<file path="src/rtl/mem_stage.sv">
// mem_stage: memory-access pipeline stage between execute and write-back.
// Runs one outstanding req/ack bus transaction for loads and stores, aligns and
// extends load data, and registers the write-back bundle.
// Optional macro MEM_MISALIGN_CHECK_EN: misaligned half/word/double accesses raise
// wb_excp and skip the bus; without it wb_excp stays 0 and accesses issue truncated.
module mem_stage (
    input  logic        clk,
    input  logic        rst,
    input  logic        ex_valid,
    output logic        ex_ready,
    input  logic [3:0]  ex_mem_op,
    input  logic [63:0] ex_result,
    input  logic [63:0] ex_store_data,
    input  logic [4:0]  ex_rd_addr,
    input  logic        ex_rd_wen,
    output logic        bus_req,
    output logic        bus_we,
    output logic [63:0] bus_addr,
    output logic [63:0] bus_wdata,
    output logic [7:0]  bus_wmask,
    input  logic        bus_ack,
    input  logic [63:0] bus_rdata,
    output logic        wb_valid,
    output logic [4:0]  wb_rd_addr,
    output logic        wb_rd_wen,
    output logic [63:0] wb_rd_data,
    output logic        wb_excp
);
    typedef enum logic {IDLE, BUSY} state_t;

    state_t      r_state;
    logic [3:0]  r_op;
    logic [2:0]  r_lane;
    logic [4:0]  r_rd_addr;
    logic        r_rd_wen;
    logic        r_bus_req;
    logic        r_bus_we;
    logic [63:0] r_bus_addr;
    logic [63:0] r_bus_wdata;
    logic [7:0]  r_bus_wmask;
    logic        r_wb_valid;
    logic [4:0]  r_wb_rd_addr;
    logic        r_wb_rd_wen;
    logic [63:0] r_wb_rd_data;
    logic        r_wb_excp;

    logic        w_xfer;
    logic        w_is_load;
    logic        w_is_store;
    logic        w_is_mem;
    logic        w_misalign;
    logic [1:0]  w_size_ex;
    logic [1:0]  w_size_r;
    logic        w_sign_r;
    logic [7:0]  w_mask_base;
    logic [7:0]  w_mask;
    logic [63:0] w_shifted;
    logic [63:0] w_load_data;

    // Access size: 0=byte, 1=half, 2=word, 3=double.
    function automatic logic [1:0] op_size(input logic [3:0] op);
        return op[3] ? op[1:0] : (op > 4'd4) ? 2'(op - 4'd5) : 2'(op - 4'd1);
    endfunction

    assign ex_ready    = (r_state == IDLE) & ~rst;
    assign w_xfer      = ex_valid & ex_ready;
    assign w_is_load   = (ex_mem_op >= 4'd1) && (ex_mem_op <= 4'd7);
    assign w_is_store  = (ex_mem_op >= 4'd8) && (ex_mem_op <= 4'd11);
    assign w_is_mem    = w_is_load | w_is_store;
    assign w_size_ex   = op_size(ex_mem_op);
    assign w_size_r    = op_size(r_op);
    assign w_sign_r    = r_op <= 4'd3;
    assign w_mask_base = (w_size_ex == 2'd0) ? 8'h01 : (w_size_ex == 2'd1) ? 8'h03 :
                         (w_size_ex == 2'd2) ? 8'h0F : 8'hFF;
    assign w_mask      = w_mask_base << ex_result[2:0];
    assign w_shifted   = bus_rdata >> {r_lane, 3'b000};
    assign w_load_data = (w_size_r == 2'd0) ? {{56{w_sign_r & w_shifted[7]}},  w_shifted[7:0]}  :
                         (w_size_r == 2'd1) ? {{48{w_sign_r & w_shifted[15]}}, w_shifted[15:0]} :
                         (w_size_r == 2'd2) ? {{32{w_sign_r & w_shifted[31]}}, w_shifted[31:0]} :
                         w_shifted;

`ifdef MEM_MISALIGN_CHECK_EN
    assign w_misalign = w_is_mem && (((w_size_ex == 2'd1) && ex_result[0]) ||
                                     ((w_size_ex == 2'd2) && (|ex_result[1:0])) ||
                                     ((w_size_ex == 2'd3) && (|ex_result[2:0])));
`else
    assign w_misalign = 1'b0;
`endif

    // FSM: accepts bundles in IDLE, holds the bus request in BUSY until ack, registers write-back.
    always_ff @(posedge clk) begin
        if (rst) begin
            r_state      <= IDLE;
            r_op         <= 4'd0;
            r_lane       <= 3'd0;
            r_rd_addr    <= 5'd0;
            r_rd_wen     <= 1'b0;
            r_bus_req    <= 1'b0;
            r_bus_we     <= 1'b0;
            r_bus_addr   <= 64'd0;
            r_bus_wdata  <= 64'd0;
            r_bus_wmask  <= 8'd0;
            r_wb_valid   <= 1'b0;
            r_wb_rd_addr <= 5'd0;
            r_wb_rd_wen  <= 1'b0;
            r_wb_rd_data <= 64'd0;
            r_wb_excp    <= 1'b0;
        end else begin
            r_wb_valid <= 1'b0;
            if (r_state == IDLE) begin
                if (w_xfer && (!w_is_mem || w_misalign)) begin
                    r_wb_valid   <= 1'b1;
                    r_wb_rd_addr <= ex_rd_addr;
                    r_wb_rd_wen  <= ~w_misalign & ex_rd_wen & (|ex_rd_addr);
                    r_wb_rd_data <= ex_result;
                    r_wb_excp    <= w_misalign;
                end else if (w_xfer) begin
                    r_state     <= BUSY;
                    r_op        <= ex_mem_op;
                    r_lane      <= ex_result[2:0];
                    r_rd_addr   <= ex_rd_addr;
                    r_rd_wen    <= w_is_load & ex_rd_wen & (|ex_rd_addr);
                    r_bus_req   <= 1'b1;
                    r_bus_we    <= w_is_store;
                    r_bus_addr  <= {ex_result[63:3], 3'b000};
                    r_bus_wdata <= w_is_store ? ex_store_data << {ex_result[2:0], 3'b000} : 64'd0;
                    r_bus_wmask <= w_mask;
                end
            end else if (bus_ack) begin
                r_state      <= IDLE;
                r_bus_req    <= 1'b0;
                r_wb_valid   <= 1'b1;
                r_wb_rd_addr <= r_rd_addr;
                r_wb_rd_wen  <= r_rd_wen;
                r_wb_rd_data <= r_bus_we ? 64'd0 : w_load_data;
                r_wb_excp    <= 1'b0;
            end
        end
    end

    assign bus_req    = r_bus_req;
    assign bus_we     = r_bus_we;
    assign bus_addr   = r_bus_addr;
    assign bus_wdata  = r_bus_wdata;
    assign bus_wmask  = r_bus_wmask;
    assign wb_valid   = r_wb_valid;
    assign wb_rd_addr = r_wb_rd_addr;
    assign wb_rd_wen  = r_wb_rd_wen;
    assign wb_rd_data = r_wb_rd_data;
    assign wb_excp    = r_wb_excp;
endmodule
</file>
<file path="config.mk">
export PLATFORM = sky130hd
export DESIGN_NAME = mem_stage
export DESIGN_NICKNAME = d
export VERILOG_FILES = /design/src/rtl/mem_stage.sv
export SDC_FILE = /design/constraint.sdc
export NUM_CORES = 1
export LEC_CHECK = 0
export ABC_AREA = 1
export BUFFER_PORTS_ARGS = -buffer_cell sky130_fd_sc_hd__buf_2
export CORE_AREA = 2 2 163 165
export DETAILED_ROUTE_END_ITERATION = 10
export DIE_AREA = 0 0 165 167
export GPL_TIMING_DRIVEN = 0
export HOLD_SLACK_MARGIN = 0.05
export PLACE_DENSITY = 0.77
export SYNTH_ARGS = -nofsm -noshare
export SYNTH_HDL_FRONTEND = slang
export SYNTH_SLANG_ARGS = --single-unit
</file>
<file path="constraint.sdc">
create_clock -name clk -period 4.1 [get_ports clk]
set_clock_uncertainty 0.1 [all_clocks]
set_input_delay 1.23 -clock clk [delete_from_list [all_inputs] [get_ports clk]]
set_output_delay 1.23 -clock clk [all_outputs]
set_load 0.01 [all_outputs]
</file>
Word level (Yosys, flattened, before mapping). Cells that the tools add are included.

Bits of input ports: 206. Register bits after elaboration: 221.

Multiplexer cells: 34. Reductions and logical operators: 12. Shift operators: 3. Bitwise logic cells: 12. $lt $le $gt $ge: 7. Equal/unequal tests: 6. $add $sub $neg: 4.

Operator list (number): two-way mux 64 bit (8); << shifter 64 x 6 -> 64 bit (1); >> shifter 64 x 6 -> 64 bit (1); two-way mux 8 bit (3); two-way mux 1 bit (16); two-way mux 5 bit (3); AND 1 bit (8); greater-than comparator 4 x 3 -> 1 bit (second input constant) (2); two-way mux 2 bit (4); << shifter 8 x 3 -> 8 bit (1); subtractor 2 x 1 -> 2 bit (second input constant) (4); AND reduction 3 bit (2); OR reduction 5 bit (1); equality test 2 x 1 -> 1 bit (second input constant) (2); equality test 2 bit (second input constant) (2); >= comparator 4 x 1 -> 1 bit (second input constant) (1); >= comparator 4 bit (second input constant) (1); less-or-equal comparator 4 x 2 -> 1 bit (second input constant) (1); less-or-equal comparator 4 x 3 -> 1 bit (second input constant) (1); less-or-equal comparator 4 bit (second input constant) (1); zero test 2 bit (2); inequality test 2 bit (second input constant) (2); nonzero test 2 bit (2); logical AND 1 bit (3); other kinds (4) (6).

Logic depth before layout (Yosys ltp).
Depth after elaboration: 10. Gate-level depth with buffers: 14. Depth with buffers taken out: 12.

Worst setup path after synthesis. Ideal clock, no wire load.

Path type: input to output. Start: in rst. End: out ex_ready. Path slack: 1393 ps. Buffers on the path: 0. Data arrival time: 1377 ps. Data required time: 2770 ps. Cell stages on the path: 1. Cells stage by stage: nor2_2.

Longest elaborated chain between the ends: 2.

RTL lines: from (decl) (RTL line 8) `input logic rst,`; NOT 1 bit (RTL line 65) `assign ex_ready = (r_state == IDLE) & ~rst;`; AND 1 bit (RTL line 65); to (decl) (RTL line 10) `output logic ex_ready,`.

No other way between the ends.

Worst setup path after layout.
Start: in rst. End: reg r_bus_addr[16] (netlist: bus_addr[16]).

Longest elaborated chain between the ends: 6.

RTL lines: NOT 1 bit (RTL line 65); AND 1 bit (RTL line 65); AND 1 bit (RTL line 66) `assign w_xfer = ex_valid & ex_ready;`; logical AND 1 bit (RTL line 111) `if (w_xfer && (!w_is_mem || w_misalign)) begin`; NOT 1 bit (no source line); AND reduction 3 bit (no source line); to (signal assigned) (RTL line 125) `r_bus_addr <= {ex_result[63:3], 3'b000};`; to (decl) (RTL line 38) `logic [63:0] r_bus_addr;`.

Parallel ways exist; a longest one is shown, timed or not. A chain may end at the register's enable or synchronous reset.

==> out/results.ini <==
[power]
power_frac_comb=0.241
p_int_uw=3980
p_clk_frac=0.365
p_total_uw=5870
power_leakage_uw=0.00782
power_frac_seq=0.394
power_density_mw_per_mm2=375
ir_worst_vdd_uv=332
switchingPower_uw=1890
swShare=0.322

[layout]
final_util=0.606
drive_above_1_share=0.224
areaGrowthSynthToFinish_pct=26.3
fillers=2570
n_antenna_cell=0
final_nets=2604

[sta]
slew_headroom=0.303
setup_viol=0
tightest_slew_ps=1050
fin_tns_setup_ps=0
maxSlewViolCount=0
min_period_ps=3440
timing_hold_violations_final=0
fmax_mhz=291
timing.final.crit_share=0.839
rsz0062_at_grt=false

[run]
cap_violations=0

[synthesis]
synth_ff_type=dfxtp_1
synth_area_leaders=dfxtp_1 (36%), nand2_1 (19%), o21ai_0 (9.8%)
synth_common_cells=nand2_1 (623), o21ai_0 (243), dfxtp_1 (220)
ys_seq_area_frac=0.356
synth_edf_count=0
synth_top_area_share=0.356
async_flop_share=0
synth_cell_types=36
ys_warn_count=0
synth.avg_cell_area_um2=6.32
synth_seq_cells=220
syn_area_mm2=0.0124
synthCells=1957
synth.most_common_cell=nand2_1
post-synth-top-area-cell=dfxtp_1

[global_route]
grt_pass1_vias=14600
grt_pass1_wl_um=84800
antenna_found_initial=1
overflow=0
grt_max_degree=15
grt_util_all_layers=0.397

[setup_path]
worstPathMaxFanout=10
critPathKind=in -> reg
startpoint_type=primary input
endpoint_kind=register
required_ps=4440
crit_arrival_ps=3780

[cts]
numCtsBuffers=23
htree_num_levels=1
clockBufferDepth=3
clkSlewWorstSetupHoldPaths_ps=60
cts_resized=0
post_cts.repair.setup_buffers=0
insertion_delay_ps=510
cts_tree=yes
ctsHoldBuffers=0
cts_root_buffer=clkbuf_16
cts_sinks=220

[placement]
dp_hpwl_um=45600
io_buffers=411
gp_congestion=1.02

[worst_hold_path]
hp-class=reg -> reg

[floorplan]
fp.dieArea_mm2=0.0276
fp.dieH_um=167
num_rows=59
initial_core_util=0.480
coreArea_mm2=0.0258
ioPinCount=417
die_w_um=165

[status]
status=completed

[drt]
drtPass1Iterations=6
drc=0
wire_per_inst_um=20.7
postRouteAntennaNets=0
vias=15700
wl_um=56700
drt_iter0_drc=1977
vias_per_cell=5.72

==> critical path, cell delays in order <==
cell and delay (ps):
buf_2 110, clkbuf_1 440, inv_1 270, clkbuf_1 610, clkbuf_1 600, o21ai_0 350
nor2_1 160
==> sequential cells by signal, indices dropped and copies added (netlist names) <==
signal	cells
bus_wdata	64
wb_rd_data	64
bus_addr	61
bus_wmask	8
r_rd_addr	5
wb_rd_addr	5
r_op	4
r_lane	3
bus_req	1
bus_we	1
r_rd_wen	1
r_state	1
wb_rd_wen	1
wb_valid	1
==> stage by stage <==
step                      setup WS, ps  hold slack, ps  cells  cell area, µm²
after floorplan                   1390             342   1960           12400
after global placement             355             352   2706           14900
after detailed placement           284             352   2706           14900
after CTS                          810             362   2746           15600
after global routing               718             379   2746           15600
final                              660             365   2746           15600
==> metal layers <==
metal  part of all wire  GRT usage  wire length (µm)  vias up
met4              0.046      0.166              2630        0
met1               0.41      0.524             23300     7233
met2               0.46      0.651             25900      997
met5                  0          0                 0        -
li1                   -          -                 -     7322
met3              0.088     0.0493              5000      156
==> path summary, 6_finish.rpt <==
check | from | slack [ps] | end | cells past startpoint
max | rst | 660 | bus_addr[16]$_SDFFE_PP0P_ | 7
min | bus_wdata[51]$_SDFFE_PP0P_ | 360 | bus_wdata[51]$_SDFFE_PP0P_ | 2
max reg2reg | r_lane[0]$_SDFFE_PP0P_ | 1450 | wb_rd_data[9]$_SDFFE_PP0P_ | 10
min reg2reg | bus_wdata[51]$_SDFFE_PP0P_ | 360 | bus_wdata[51]$_SDFFE_PP0P_ | 2
==> cell type report <==
| class | count | area [µm²] | area share |
|---|---|---|---|
| multi-input cells | 1496 | 6860 | 0.439 |
| plain buffers | 166 | 828 | 0.0530 |
| inverters | 78 | 293 | 0.0187 |
| clock inverters | 9 | 101 | 0.00649 |
| clock buffers | 31 | 666 | 0.0426 |
| well taps | 335 | 419 | 0.0268 |
| repair buffers | 411 | 2060 | 0.132 |
| flip-flops and latches | 220 | 4400 | 0.282 |
==> logic make-up (layout without fill, tap and decap cells) <==
kind of cell               after synthesis  after routing  share of synthesized area
other                                    1              4                   0.000303
xor gates and xnor gates                 1              1                   0.000708
muxes                                   26             26                     0.0210
buffers and inverters                  244            695                     0.0906
adders and majority gates                2              2                    0.00202
and+or+nand+nor                        901            901                      0.282
AOI/OAI and AO/OA                      562            562                      0.247
DFF                                    220            220                      0.356
==> placed cells by master (no fill, tap or decap), drive strengths merged <==
cell type | Yosys | layout
nand2 | 625 | 625
a31oi | 21 | 21
bufinv | 0 | 2
conb | 1 | 4
nor2 | 208 | 208
o41ai | 1 | 1
clkinvlp | 0 | 1
xor2 | 1 | 1
nand3 | 60 | 60
o31ai | 8 | 8
clkbuf | 86 | 117
o22ai | 8 | 8
a211oi | 9 | 9
buf | 80 | 491
a32oi | 2 | 2
a22oi | 6 | 6
o211ai | 35 | 35
clkinv | 3 | 8
o21bai | 3 | 3
o221ai | 6 | 6
inv | 75 | 76
o21ai | 259 | 259
a21oi | 203 | 203
a2bb2oi | 1 | 1
or2 | 8 | 8
mux2i | 26 | 26
dfxtp | 220 | 220
ha | 2 | 2
==> power by group through the flow <==
stage / combinational [µW] / sequential [µW] / clock, µW
2_1_floorplan: 752 / 2390 / 0
3_3_place_gp: 1370 / 2350 / 0
3_5_place_dp: 1370 / 2350 / 0
4_1_cts: 1380 / 2310 / 2140
5_1_grt: 1540 / 2320 / 2240
6_report: 1420 / 2310 / 2140
(Power assumes the default switching activity.)
